===== config.mk =====
export PLATFORM = sky130hd
export DESIGN_NAME = cipher_cfg_loader
export DESIGN_NICKNAME = d
export VERILOG_FILES = /design/src/rtl/cipher_cfg_loader.sv
export SDC_FILE = /design/constraint.sdc
export NUM_CORES = 1
export LEC_CHECK = 0
export ABC_AREA = 1
export BUFFER_PORTS_ARGS = -buffer_cell sky130_fd_sc_hd__buf_2
export CAP_MARGIN = 10
export CORE_MARGIN = 1
export CORE_UTILIZATION = 45
export CTS_CLUSTER_SIZE = 10
export DETAILED_ROUTE_END_ITERATION = 8
export GPL_TIMING_DRIVEN = 1
export PLACE_DENSITY = 0.77
export SETUP_SLACK_MARGIN = 0.15
export SLEW_MARGIN = 40
export SYNTH_ARGS = -nofsm -noshare
export SYNTH_HDL_FRONTEND = slang
export SYNTH_SLANG_ARGS = --single-unit

===== constraint.sdc =====
create_clock -name clk -period 3.7 [get_ports clk]
set_input_delay 0.37 -clock clk [delete_from_list [all_inputs] [get_ports clk]]
set_output_delay 0.37 -clock clk [all_outputs]
set_load 0.01 [all_outputs]

===== src/rtl/cipher_cfg_loader.sv =====
// Serial configuration-chain master for the stream cipher: shifts a parallel frame in LSB-first
// while capturing the previous chain contents. Optional read-only restore mode: CFG_LOADER_RESTORE_EN.
//
// state | meaning
// IDLE  | waiting for start (accepted once the post-done gap has expired)
// SHIFT | cfg_en high, one chain bit in/out per cycle for FRAME_W cycles
// DONE  | single-cycle done pulse, readback word valid
module cipher_cfg_loader #(
    parameter int M        = 32,
    parameter int IDLE_GAP = 1
) (
    input  logic             clk,
    input  logic             rst_n,
    input  logic             start,
    input  logic [4*M+1:0]   frame_i,
    output logic             busy,
    output logic             done,
    output logic [4*M+1:0]   frame_o,
    output logic             cfg_en,
    output logic             cfg_i,
    input  logic             cfg_o
`ifdef CFG_LOADER_RESTORE_EN
    ,
    input  logic             rd_only
`endif
);

    localparam int FRAME_W = 4*M + 2;
    localparam int CNT_W   = $clog2(FRAME_W);
    localparam int GAP_W   = $clog2(IDLE_GAP + 1);
    localparam logic [CNT_W-1:0] CNT_LAST = CNT_W'(FRAME_W - 1);
    localparam logic [GAP_W-1:0] GAP_MAX  = GAP_W'(IDLE_GAP);

    typedef enum logic [1:0] {
        S_IDLE  = 2'd0,
        S_SHIFT = 2'd1,
        S_DONE  = 2'd2
    } state_t;

    state_t               state_q, state_d;
    logic [FRAME_W-1:0]   sh_q, sh_d;
    logic [FRAME_W-1:0]   cap_q, cap_d;
    logic [FRAME_W-1:0]   frame_o_q, frame_o_d;
    logic [CNT_W-1:0]     cnt_q, cnt_d;
    logic [GAP_W-1:0]     gap_q, gap_d;
    logic                 cfg_en_q;
    logic                 gap_ok;
    logic                 rd_only_q, rd_only_d;

    // gap_q counts IDLE cycles since done; the current IDLE cycle itself counts toward the gap
    assign gap_ok = (int'(gap_q) >= (IDLE_GAP - 1));

    always_comb begin
        state_d   = state_q;
        sh_d      = sh_q;
        cap_d     = cap_q;
        frame_o_d = frame_o_q;
        cnt_d     = cnt_q;
        gap_d     = gap_q;
        rd_only_d = rd_only_q;
        case (state_q)
            S_IDLE: begin
                if (gap_q != GAP_MAX) begin
                    gap_d = gap_q + GAP_W'(1);
                end
                if (start && gap_ok) begin
                    sh_d    = frame_i;
                    cnt_d   = '0;
                    state_d = S_SHIFT;
`ifdef CFG_LOADER_RESTORE_EN
                    rd_only_d = rd_only;
`else
                    rd_only_d = 1'b0;
`endif
                end
            end
            S_SHIFT: begin
                sh_d  = sh_q >> 1;
                cap_d = {cfg_o, cap_q[FRAME_W-1:1]};
                if (cnt_q == CNT_LAST) begin
                    frame_o_d = {cfg_o, cap_q[FRAME_W-1:1]};
                    state_d   = S_DONE;
                end else begin
                    cnt_d = cnt_q + CNT_W'(1);
                end
            end
            S_DONE: begin
                gap_d   = '0;
                state_d = S_IDLE;
            end
            default: begin
                state_d = S_IDLE;
            end
        endcase
    end

    always_ff @(posedge clk or negedge rst_n) begin
        if (!rst_n) begin
            state_q   <= S_IDLE;
            sh_q      <= '0;
            cap_q     <= '0;
            frame_o_q <= '0;
            cnt_q     <= '0;
            gap_q     <= GAP_MAX;
            cfg_en_q  <= 1'b0;
            rd_only_q <= 1'b0;
        end else begin
            state_q   <= state_d;
            sh_q      <= sh_d;
            cap_q     <= cap_d;
            frame_o_q <= frame_o_d;
            cnt_q     <= cnt_d;
            gap_q     <= gap_d;
            cfg_en_q  <= (state_d == S_SHIFT);
            rd_only_q <= rd_only_d;
        end
    end

    // Recirculating cfg_o back into the chain leaves the cipher contents unchanged
    assign cfg_i   = cfg_en_q & (rd_only_q ? cfg_o : sh_q[0]);
    assign cfg_en  = cfg_en_q;
    assign busy    = (state_q != S_IDLE);
    assign done    = (state_q == S_DONE);
    assign frame_o = frame_o_q;

endmodule


# == Word-level counts from Yosys, hierarchy flattened ==
# Cells that the tools add are included.
# W data, S select, Z words.
# totals
register_bits,401
input_bits,134
output_inout_bits,134
elab_cells,28
# op_classes
addsub,1
eq_ne,6
muxes,8
bitwise_logic,1
n_reduce_logical,6
# op_table
op,count
$pmux W130 S2,1
$mux W130,1
$mux W8,2
$pmux W8 S2,1
$add A8 B1 Y8 const B,1
$eq A8 B8 Y1 const B,1
$eq A2 B1 Y1 const B,2
$mux W2,2
$ne A2 B2 Y1 const B,2
$pmux W2 S2,1
$reduce_and A2 Y1,2
$reduce_bool A2 Y1,2
$reduce_and A3 Y1,1
$eq A2 B2 Y1 const B,1
$logic_not A2 Y1,1
$and A1 B1 Y1,1

# == Depth between registers and ports, before layout ==
# Gate-level depths: netlist of the first run.
# logic_depth
depth_word,4
mapped_depth,9
mapped_depth_nobuf,8

# == Worst setup path before layout of the first run ==
# OpenSTA, ideal clock, no wires.
# synth_path
path_kind,reg2reg
from,register cnt_q[1]
to,"register frame_o_q[39], in the netlist frame_o[39]"
setup_ps,135
t_arrival_ps,1282
required_ps,3565
path_slack_ps,2283
path_stages_with_launch,10
n_path_buf,2
period_less_slack_ps,1417
cell_sequence,dfrtp_1 -> inv_1 -> ha_1 -> nand3_1 -> nor2_2 -> nand2_4 -> buf_6 -> buf_6 -> nand2_1 -> o21ai_0
# synth_between
elab_chain_len,2
# synth_lines
item,line_no,source
from (decl),44,"logic [CNT_W-1:0] cnt_q, cnt_d;"
from (signal assigned),112,cnt_q <= cnt_d;
$eq A8 B8 Y1,80,if (cnt_q == CNT_LAST) begin
$reduce_and A2 Y1 (no source line),-,
to (signal assigned),111,frame_o_q <= frame_o_d;
to (decl),43,"logic [FRAME_W-1:0] frame_o_q, frame_o_d;"
# Every way passes these cells.
# A chain may end at the register's enable or synchronous reset.

# == Worst setup path after layout of the first run ==
# layout_path
from,register state_q[0]
to,"register frame_o_q[88], in the netlist frame_o[88]"
# layout_between
elab_chain_len,2
# layout_lines
item,line_no,source
from (decl),40,"state_t state_q, state_d;"
from (signal assigned),108,state_q <= state_d;
$eq A2 B1 Y1,61,case (state_q)
$reduce_and A2 Y1 (no source line),-,
# Every way passes these cells.

==> results of run 1 <==
-- path summary, 6_finish.rpt --
kind	end	slack, ns	depth (start not counted)
max	frame_o[88]	1.21	6
min	frame_o[129]	0.07	3
max reg2reg	frame_o[88]	1.21	6
min reg2reg	frame_o[47]	0.48	2
max in group asynchronous	cap_q[52]	2.35	4
min in group asynchronous	frame_o[73]	0.30	2
-- cell usage in the layout, fill, tap and decap left out, types with 3 or more instances in the layout --
cell type and n:
sky130_fd_sc_hd__nand2_1 547, sky130_fd_sc_hd__dfrtp_1 400, sky130_fd_sc_hd__o21ai_0 276, sky130_fd_sc_hd__inv_1 271
sky130_fd_sc_hd__buf_2 266, sky130_fd_sc_hd__o21ai_1 165, sky130_fd_sc_hd__o21ai_2 80, sky130_fd_sc_hd__clkbuf_16 47
sky130_fd_sc_hd__buf_4 12, sky130_fd_sc_hd__nand3_1 10, sky130_fd_sc_hd__nor2_1 7, sky130_fd_sc_hd__buf_12 6
sky130_fd_sc_hd__clkbuf_1 5, sky130_fd_sc_hd__diode_2 4, sky130_fd_sc_hd__nand2_8 3, sky130_fd_sc_hd__clkbuf_8 3
sky130_fd_sc_hd__clkinv_2 3
-- power by group through the flow --
stage	clock network [uW]	registers [uW]	logic, uW
4_1_cts	4170	4420	219
5_1_grt	4340	4420	246
3_5_place_dp	0	4500	216
2_1_floorplan	0	4490	28.9
6_report	4050	4420	213
3_3_place_gp	0	4490	213
-- final cells by class --
type	instances	area, sq um
Clock inverter	6	63.8
Sequential cell	400	10000
Tap cell	504	631
Fill cell	3336	17200
Antenna cell	4	10.0
Multi-Input combinational cell	1095	5160
Clock buffer	55	1240
Inverter	273	1020
Timing Repair Buffer	289	1630
-- sequential cells by signal, indices dropped and copies added (netlist names) --
register	count
cfg_en	1
cnt_q	8
cap_q	129
frame_o	130
state_q	2
sh_q	130
-- metrics by stage --
step                power, uW  cells  hold WS [ns]  worst slack, ns   util
finish                   8690   2626        0.0663             1.21  0.535
global route             9010   2626        0.0544             1.01  0.535
CTS                      8810   2621        0.0308             1.22  0.534
detailed placement       4710   2559         0.468             1.24  0.498
global placement         4710   2558         0.462             1.32  0.497
floorplan                4520   1882        0.0744             2.28      -
-- routing by layer --
metal  vias to the layer above  share of wire  track usage
li1                       6324              -            -
met1                      5962           0.44        0.247
met2                       284           0.48        0.308
met3                        71          0.059       0.0448
met4                         0          0.028       0.0674
met5                         -              0            0
-- worst max-delay path: stages, from the launching register on --
cell	delay, ns
sky130_fd_sc_hd__dfrtp_1	0.45
sky130_fd_sc_hd__nand2_8	0.39
sky130_fd_sc_hd__inv_2	0.23
sky130_fd_sc_hd__nand2_8	0.54
sky130_fd_sc_hd__buf_12	0.40
sky130_fd_sc_hd__nand2_1	0.14
sky130_fd_sc_hd__o21ai_2	0.09
-- cells by family (layout without fill, tap and decap cells) --
| logic type | Yosys count | in the layout | share of synthesized area |
|---|---|---|---|
| simple gates | 570 | 570 | 0.128 |
| compound gates | 523 | 523 | 0.172 |
| flops | 400 | 400 | 0.588 |
| buf+inv | 387 | 623 | 0.111 |
| fa+ha+maj | 2 | 2 | 0.00147 |
| other cells | 0 | 4 | 0 |
-- Yosys cell counts --
cell type / number / area, sq um
sky130_fd_sc_hd__buf_2: 27 / 135
sky130_fd_sc_hd__buf_4: 13 / 97.6
sky130_fd_sc_hd__buf_6: 47 / 529
sky130_fd_sc_hd__clkbuf_1: 26 / 97.6
sky130_fd_sc_hd__clkbuf_2: 1 / 5.00
sky130_fd_sc_hd__dfrtp_1: 400 / 10000
sky130_fd_sc_hd__ha_1: 2 / 25.0
sky130_fd_sc_hd__inv_1: 271 / 1020
sky130_fd_sc_hd__inv_2: 2 / 7.51
sky130_fd_sc_hd__nand2_1: 547 / 2050
sky130_fd_sc_hd__nand2_2: 2 / 12.5
sky130_fd_sc_hd__nand2_4: 2 / 22.5
sky130_fd_sc_hd__nand3_1: 10 / 50.1
sky130_fd_sc_hd__nor2_1: 7 / 26.3
sky130_fd_sc_hd__nor2_2: 2 / 12.5
sky130_fd_sc_hd__o211ai_1: 1 / 7.51
sky130_fd_sc_hd__o21ai_0: 276 / 1380
sky130_fd_sc_hd__o21ai_1: 165 / 826
sky130_fd_sc_hd__o21ai_2: 80 / 701
sky130_fd_sc_hd__o21bai_1: 1 / 7.51
==> results.py, run 1 <==
metrics = {
    "setup_path": {
        "timing.critical_path.arrival_ns": 2.99,
        "path_max_fanout": 116,
        "crit_path_start_kind": "flip-flop",
        "critPathLaunch": "state_q[0]",
        "worst-endpoint-required_ns": 4.19,
        "timing.setup.critical_path_class": "flip-flop to flip-flop",
        "timing.critical_path.to_type": "flip-flop",
        "reg2reg_start": "state_q[0]",
    },
    "power_and_ir_drop": {
        "proportion_of_power_drawn_by_the_clock_network": 0.467,
        "power_leakage_uw": 0.0100,
        "power.density_mw_per_mm2": 440,
        "power.share.combinational": 0.025,
        "ir_worst_vdd_uv": 361,
        "total_switching_power_uw": 1860,
        "internal-power_uw": 6820,
        "power.sequential.fraction": 0.509,
        "net_sw_frac": 0.214,
    },
    "global_route": {
        "first_global_vias": 12460,
        "grt_pass1_wl_microns": 59700,
        "number_of_antenna_violations_at_the_first_check_in_global_routing": 4,
        "grtUsageTotal": 0.189,
        "grt_start_max_net_pins": 170,
        "grt_overflow": 0,
    },
    "route": {
        "drc": 0,
        "firstDrtPassIters": 5,
        "drtAntennaViolNets": 0,
        "route.vias.total": 12641,
        "drtIter0Drc": 593,
        "routed_via_density": 4.81,
        "routed_wirelength_microns": 35400,
        "wl_per_cell_microns": 13.5,
    },
    "die": {
        "full_die_area_sq_mm": 0.0386,
        "placeableCoreArea_sq_mm": 0.0370,
        "die_w_microns": 197,
        "die_h_microns": 197,
        "initial_core_util": 0.461,
        "std_cell_rows": 70,
        "ioPinCount": 268,
    },
    "place": {
        "hpwl_microns": 23200,
        "placed_area_sq_mm": 0.0184,
        "globalplace.congestion": 0.803,
        "placement.io_buffers": 267,
    },
    "min_path": {
        "startpoint_of_the_lowest_slack_hold_path": "cfg_o",
        "min_path_type": "primary input to flip-flop",
    },
    "timing": {
        "post-route-min-period_ns": 2.49,
        "finalCritPeriodShare": 0.674,
        "timing_hold_violations_final": 0,
        "report.final.slew_viol_count": 0,
        "tightest_slew_ns": 0.744,
        "finalSetupTns_ns": 0,
        "timing.max_slew.rel_slack": 0.504,
        "grt_setup_unrepaired": "no",
        "clock_skew_ns": 0.00990,
        "setup_viol_count_final": 0,
        "maxClockFrequency_ghz": 0.401,
    },
    "final_layout": {
        "layout-drive-gt1-share": 0.204,
        "area_delta_synth_final_pct": 16.1,
        "nets": 2242,
        "final_cell_area_sq_mm": 0.0198,
    },
    "clock_network": {
        "cts_repair_resize_count": 0,
        "register_clock_pin_slew_on_the_reported_worst_setup_and_hold_paths_ns": 0.05,
        "clk_root_buffer_cell": "sky130_fd_sc_hd__clkbuf_16",
        "clkLatencyLatePin_ns": 0.57,
        "tritoncts": "yes",
        "post_cts_buffers": 0,
        "max-clock-path-buffers": 3,
        "cts.hold.buffers_added": 1,
        "cts_buffers": 47,
        "htree_levels": 2,
        "cts.sinks": 400,
    },
    "synthesis": {
        "synth-seq-area-share": 0.588,
        "synth.yosys.warnings": 0,
        "synth_cell_types": 20,
        "post_synth.cell_area_avg_sq_um": 9.05,
        "post_synth_instance_area_sq_mm": 0.0170,
        "synth.net_count": 2018,
        "synth_seq_cells": 400,
        "synthesis.instances": 1882,
    },
    "job": {
        "max_cap_violations": 0,
    },
    "outcome": {
        "outcome": "completed",
    },
}
No activity file was read; power rests on OpenSTA's default activity.
==> inputs of run 2 (changes only) <==
Settings changed: ABC_AREA 1 to 0.
Clock period 3.7 ns to 2.55 ns, I/O delays scaled along.
==> run 2 against run 1 <==
  * The flow now finishes with violations (DRC)
  * Sequential cell count unchanged
  * Cell area is 5.7% higher
  * Critical endpoint is now frame_o[115]
  * Synthesized cell count shrank 16%
  * Non-clock buffer count rose by 146
  * Maximum frequency up 26%
  * Largest power group unchanged
  * Via count is 0.14% lower
  * Utilization grew 5.1 points
  * Largest cell class unchanged
==> results.py, run 2 <==
metrics = {
    "outcome": {
        "outcome": "finished, violations left",
        "violated_checks": "DRC",
    },
    "timing": {
        "setup_viol_count_final": 0,
        "grt_setup_unrepaired": "no",
        "report.final.slew_viol_count": 0,
        "post-route-min-period_ns": 1.98,
        "finalCritPeriodShare": 0.778,
        "timing_hold_violations_final": 0,
        "maxClockFrequency_ghz": 0.504,
        "timing.max_slew.rel_slack": 0.565,
        "finalSetupTns_ns": 0,
        "clock_skew_ns": 0.0153,
        "tightest_slew_ns": 0.653,
    },
    "setup_path": {
        "timing.critical_path.arrival_ns": 2.42,
        "path_max_fanout": 16,
        "worst-endpoint-required_ns": 2.98,
        "timing.critical_path.to_type": "flip-flop",
        "worst_r2r_path_depth": 6,
        "timing.setup.critical_path_class": "flip-flop to flip-flop",
        "setup.reg_to_reg.worst_slack_ns": 0.57,
        "crit_path_start_kind": "flip-flop",
    },
    "die": {
        "die_w_microns": 192,
        "placeableCoreArea_sq_mm": 0.0357,
        "full_die_area_sq_mm": 0.0370,
        "initial_core_util": 0.458,
        "ioPinCount": 268,
        "std_cell_rows": 69,
        "die_h_microns": 192,
    },
    "final_layout": {
        "seq_area_sq_mm": 0.0100,
        "multi_input_comb_area_sq_mm": 0.00585,
        "final.fill_count": 2755,
        "layout_common_cells": "sky130_fd_sc_hd__nand2_1 (649), sky130_fd_sc_hd__dfrtp_1 (400), sky130_fd_sc_hd__buf_2 (266)",
        "area_delta_synth_final_pct": 28.0,
        "nets": 2106,
        "layout.cells.most_common": "sky130_fd_sc_hd__nand2_1",
        "layout-drive-gt1-share": 0.248,
    },
    "route": {
        "drtAntennaViolNets": 0,
        "m1WireLength_microns": 16800,
        "drtIter0Drc": 900,
        "top_layer_used": "met4",
        "met3_length_microns": 2540,
        "routed_via_density": 5.17,
        "drc": 68,
        "routed_wirelength_microns": 39700,
        "wl_per_cell_microns": 16.3,
        "wl_met2_microns": 19200,
        "firstDrtPassIters": 9,
        "route.vias.total": 12623,
    },
    "synthesis": {
        "synth-async-reset-ratio": 1.00,
        "synth_top_flop_cell": "sky130_fd_sc_hd__dfrtp_1",
        "synthesis.instances": 1589,
        "post_synth_main_area_contributors": "sky130_fd_sc_hd__dfrtp_1 (61%), sky130_fd_sc_hd__nand2_1 (15%), sky130_fd_sc_hd__mux2_4 (8.2%)",
        "synth_largest_area_cell": "sky130_fd_sc_hd__dfrtp_1",
        "post_synth_instance_area_sq_mm": 0.0163,
        "post-synth-top-count-cell": "sky130_fd_sc_hd__nand2_1",
        "synth_top_area_frac": 0.613,
        "synth.yosys.warnings": 0,
        "synth-seq-area-share": 0.613,
        "leading_cell_types_by_count_after_synthesis": "sky130_fd_sc_hd__nand2_1 (651), sky130_fd_sc_hd__dfrtp_1 (400), sky130_fd_sc_hd__nor2_1 (135)",
        "synth.net_count": 1725,
        "synth_cell_types": 28,
        "synth_seq_cells": 400,
        "synth_edf_count": 0,
        "post_synth.cell_area_avg_sq_um": 10.3,
    },
    "clock_network": {
        "tritoncts": "yes",
        "register_clock_pin_slew_on_the_reported_worst_setup_and_hold_paths_ns": 0.06,
        "post_cts_buffers": 0,
        "max-clock-path-buffers": 3,
        "clk_root_buffer_cell": "sky130_fd_sc_hd__clkbuf_16",
        "cts_buffers": 46,
        "clkLatencyLatePin_ns": 0.56,
        "htree_levels": 2,
        "cts.sinks": 400,
    },
    "power_and_ir_drop": {
        "ir_worst_vdd_uv": 546,
        "power.density_mw_per_mm2": 917,
        "post-layout-total-power_uw": 19200,
        "power_leakage_uw": 0.0112,
    },
    "min_path": {
        "min_path_type": "primary input to asynchronous set/reset pin",
    },
    "place": {
        "globalplace.congestion": 0.783,
        "placement.io_buffers": 267,
        "hpwl_microns": 23100,
    },
    "global_route": {
        "first_global_vias": 12821,
        "grtUsageTotal": 0.219,
        "grt_pass1_wl_microns": 64800,
        "number_of_antenna_violations_at_the_first_check_in_global_routing": 1,
        "grt_start_max_net_pins": 132,
        "grt_overflow": 0,
    },
    "job": {
        "max_cap_violations": 0,
    },
}
run 2: cell types whose count changed after synthesis, sizes merged, moves of 100 or more:
cell / delta
a31oi: +130
inv: -269
mux2: +130
nand2: +100
nor2: +126
o21ai: -514
run 2: critical path, stage by stage, from the launching register on:
cell and delay [ns]:
sky130_fd_sc_hd__dfrtp_1 0.41, sky130_fd_sc_hd__inv_1 0.06, sky130_fd_sc_hd__ha_1 0.20, sky130_fd_sc_hd__and4_1 0.18, sky130_fd_sc_hd__nand2_4 0.29, sky130_fd_sc_hd__buf_4 0.36
sky130_fd_sc_hd__mux2_4 0.33
run 2: stage by stage:
step           worst slack (ns)  std cells  area [sq um]  hold WS (ns)   util
2_1_floorplan             0.890       1589         16300       -0.0406      -
3_3_place_gp              0.596       2250         18300         0.335  0.513
3_5_place_dp              0.551       2250         18300         0.349  0.513
4_1_cts                   0.541       2439         20900         0.179  0.585
5_1_grt                   0.459       2441         20900         0.127  0.586
6_report                  0.567       2442         20900         0.137  0.586
run 2: power by group:
| group | total, uW | switching, uW | internal, uW |
|---|---|---|---|
| Combinational | 4810 | 2940 | 1880 |
| Sequential | 8600 | 907 | 7700 |
| Clock | 5750 | 2410 | 3340 |
run 2: timing repair:
item,4_1_cts,5_1_grt
hold buffers,132,0
hold endpoints to repair,204,0
resized for setup,0,0
run 2: metal layers:
metal	track usage	vias to the layer above
met2	0.362	478
met3	0.0547	94
met5	0	-
met1	0.278	6128
li1	-	5923
met4	0.0809	0
run 2: cell type report:
cell class	count	share of cell area
Antenna cell	2	0.000240
Clock buffer	55	0.0587
Clock inverter	2	0.00156
Inverter	4	0.000719
Multi-Input combinational cell	1083	0.280
Sequential cell	400	0.479
Tap cell	461	0.0276
Timing Repair Buffer	435	0.152
run 2: worst paths after layout:
path | start | end
setup reg to reg | cnt_q[1] | frame_o[115]
setup / recovery | cnt_q[1] | frame_o[115]
min in group clk | start | cfg_en
hold reg to reg | cap_q[5] | cap_q[4]
max in group asynchronous | rst_n | sh_q[101]
hold / removal | rst_n | frame_o[39]
run 2: kinds of logic (layout without fill, tap and decap cells):
group | count (synthesis) | count (layout) | share of synthesized area
compound gates | 148 | 148 | 0.0565
fa+ha+maj | 2 | 2 | 0.00153
buf+inv | 106 | 496 | 0.0304
flops | 400 | 400 | 0.613
mux | 130 | 130 | 0.110
other cells | 0 | 2 | 0
simple gates | 803 | 803 | 0.188
==> inputs of run 3 (changes only) <==
Settings changed: ABC_AREA 0 to 1, PLACE_DENSITY 0.77 to 0.79.
Clock period 2.55 ns to 1.7 ns, I/O delays scaled along.
==> run 3 against run 2 <==
  * The flow now finishes without violations
  * Sequential power increased by 12%
  * Cell count grew 16%
  * Setup slack got worse by 0.51 ns
  * Critical path depth up 2
  * Die area up 4.3%
  * Global-route usage up 2.5 points
  * Clock power increased by 60%
  * Utilization increased by 2.9 points
  * Maximum frequency increased by 21%
  * First-iteration DRC count rose by 20%
  * Register-to-register slack got worse by 0.51 ns
  * Non-clock buffer count increased by 54
==> results.py, run 3 (synthesized netlist as in run 1, its figures left out) <==
metrics = {
    "final_layout": {
        "final.fill_count": 2723,
        "fin_util": 0.615,
        "layout_common_cells": "sky130_fd_sc_hd__nand2_1 (512), sky130_fd_sc_hd__dfrtp_1 (399), sky130_fd_sc_hd__inv_1 (269)",
        "layout.cells.most_common": "sky130_fd_sc_hd__nand2_1",
        "nets": 2442,
        "area_delta_synth_final_pct": 33.4,
        "layout-drive-gt1-share": 0.241,
    },
    "timing": {
        "clock_skew_ns": 0.0160,
        "setup_viol_count_final": 0,
        "finalSetupTns_ns": 0,
        "grt_setup_unrepaired": "yes",
        "setup_ws_ns": 0.0593,
        "timing.max_slew.rel_slack": 0.675,
        "hold_slack_ns": 0.0502,
        "timing_hold_violations_final": 0,
        "tightest_slew_ns": 0.487,
        "finalCritPeriodShare": 0.965,
        "post-route-min-period_ns": 1.64,
        "maxClockFrequency_ghz": 0.609,
        "report.final.slew_viol_count": 0,
    },
    "die": {
        "full_die_area_sq_mm": 0.0386,
        "std_cell_rows": 70,
        "initial_core_util": 0.461,
        "die_w_microns": 197,
        "die_h_microns": 197,
        "placeableCoreArea_sq_mm": 0.0370,
        "ioPinCount": 268,
    },
    "global_route": {
        "grt_pass1_wl_microns": 74600,
        "grt_overflow": 0,
        "number_of_antenna_violations_at_the_first_check_in_global_routing": 9,
        "grt_start_max_net_pins": 66,
        "grtUsageTotal": 0.244,
        "first_global_vias": 14583,
    },
    "setup_path": {
        "timing.setup.critical_path_class": "flip-flop to flip-flop",
        "timing.critical_path.to_type": "flip-flop",
        "critical_path.cell_chain": "inv_2, nand2_8, buf_16, buf_16, nand2_1, o21ai_1, nand2_1, o21ai_0",
        "slowest_cell_on_crit_path": "sky130_fd_sc_hd__dfrtp_1",
        "timing.critical_path.slowest_cell_delay_ns": 0.45,
        "path_max_fanout": 46,
        "timing.critical_path.arrival_ns": 2.11,
        "crit_path_start_kind": "flip-flop",
        "worst-endpoint-required_ns": 2.17,
        "crit_buf_inv": 3,
        "cpLargestDelayFamily": "buffers and inverters",
    },
    "clock_network": {
        "clkLatencyLatePin_ns": 0.56,
        "clk_root_buffer_cell": "sky130_fd_sc_hd__clkbuf_16",
        "cts.sinks": 400,
        "cts_buffers": 47,
        "tritoncts": "yes",
        "htree_levels": 2,
        "max-clock-path-buffers": 3,
        "register_clock_pin_slew_on_the_reported_worst_setup_and_hold_paths_ns": 0.06,
    },
    "route": {
        "drtAntennaViolNets": 0,
        "drc": 0,
        "routed_via_density": 5.20,
        "wl_per_cell_microns": 17.3,
        "route.vias.total": 14704,
        "drtIter0Drc": 1082,
        "routed_wirelength_microns": 48900,
        "firstDrtPassIters": 6,
    },
    "place": {
        "placement.io_buffers": 267,
        "hpwl_microns": 24700,
        "placement_stage_worst_setup_slack_ns": -0.0125,
        "globalplace.congestion": 0.825,
    },
    "power_and_ir_drop": {
        "post-layout-total-power_uw": 19600,
        "power_leakage_uw": 0.0113,
        "ir_worst_vdd_uv": 853,
        "power.density_mw_per_mm2": 861,
    },
    "job": {
        "max_cap_violations": 0,
    },
    "outcome": {
        "outcome": "completed",
    },
    "min_path": {
        "min_path_type": "primary input to flip-flop",
    },
}
[run 3: changes by cell type in the layout (fill, tap and decap cells not counted), moves of 128 or more]
cell	change
sky130_fd_sc_hd__a31oi_1	-130
sky130_fd_sc_hd__inv_1	+265
sky130_fd_sc_hd__nand2_1	-137
sky130_fd_sc_hd__nor2_1	-128
sky130_fd_sc_hd__o21ai_0	+246
sky130_fd_sc_hd__o21ai_1	+167
[run 3: metrics by stage]
stage | cell area, sq um | std cells
after global placement | 18900 | 2595
after floorplan | 17000 | 1882
after global routing | 22700 | 2826
after detailed placement | 18900 | 2595
final | 22700 | 2827
after CTS | 21800 | 2798
[run 3: layout make-up]
type	count	area, sq um	area share
Sequential cell	400	10000	0.441
Clock buffer	56	1270	0.0560
Antenna cell	7	17.5	0.000771
Inverter	273	1020	0.0451
Timing Repair Buffer	489	4200	0.185
Clock inverter	3	65.1	0.00286
Multi-Input combinational cell	1095	5500	0.242
Tap cell	504	631	0.0278
[run 3: worst reg2reg max path, cell delays in order, from the launching register on]
cell and delay, ns:
sky130_fd_sc_hd__dfrtp_1 0.45, sky130_fd_sc_hd__inv_2 0.12, sky130_fd_sc_hd__nand2_8 0.14, sky130_fd_sc_hd__buf_16 0.20
sky130_fd_sc_hd__buf_16 0.23, sky130_fd_sc_hd__nand2_1 0.12, sky130_fd_sc_hd__o21ai_1 0.13, sky130_fd_sc_hd__nand2_1 0.09
sky130_fd_sc_hd__o21ai_0 0.08
[run 3: final timing paths]
| check | startpoint | to | slack [ns] | cells past startpoint |
|---|---|---|---|---|
| setup reg to reg | state_q[1] | sh_q[54] | 0.06 | 8 |
| hold reg to reg | frame_o[44] | frame_o[44] | 0.48 | 2 |
| max in group asynchronous | rst_n | state_q[0] | 0.77 | 3 |
| setup / recovery | state_q[1] | sh_q[54] | 0.06 | 8 |
| min in group asynchronous | rst_n | frame_o[81] | 0.15 | 2 |
| hold / removal | frame_i[7] | sh_q[7] | 0.05 | 5 |
[run 3: layer usage]
metal  vias up  GRT usage  share of wire
met5         -    0.00128        0.00027
met1      7041      0.295           0.38
met3       229     0.0618          0.065
met4         2      0.139          0.054
li1       6740          -              -
met2       692      0.399           0.50
[run 3: repair_timing]
| item | in CTS | in global routing |
|---|---|---|
| pin swaps | 2 | 2 |
| cloned | 4 | 19 |
| endpoints found under the hold margin | 313 | 0 |
| endpoints found under the setup margin | 140 | 220 |
| buffers inserted | 7 | 3 |
| hold buffers | 133 | 0 |
| resized for setup | 20 | 131 |
[run 3: power by group]
part | internal, uW | switching (uW)
combinational | 369 | 385
sequential | 9590 | 31.8
clock | 5480 | 3690
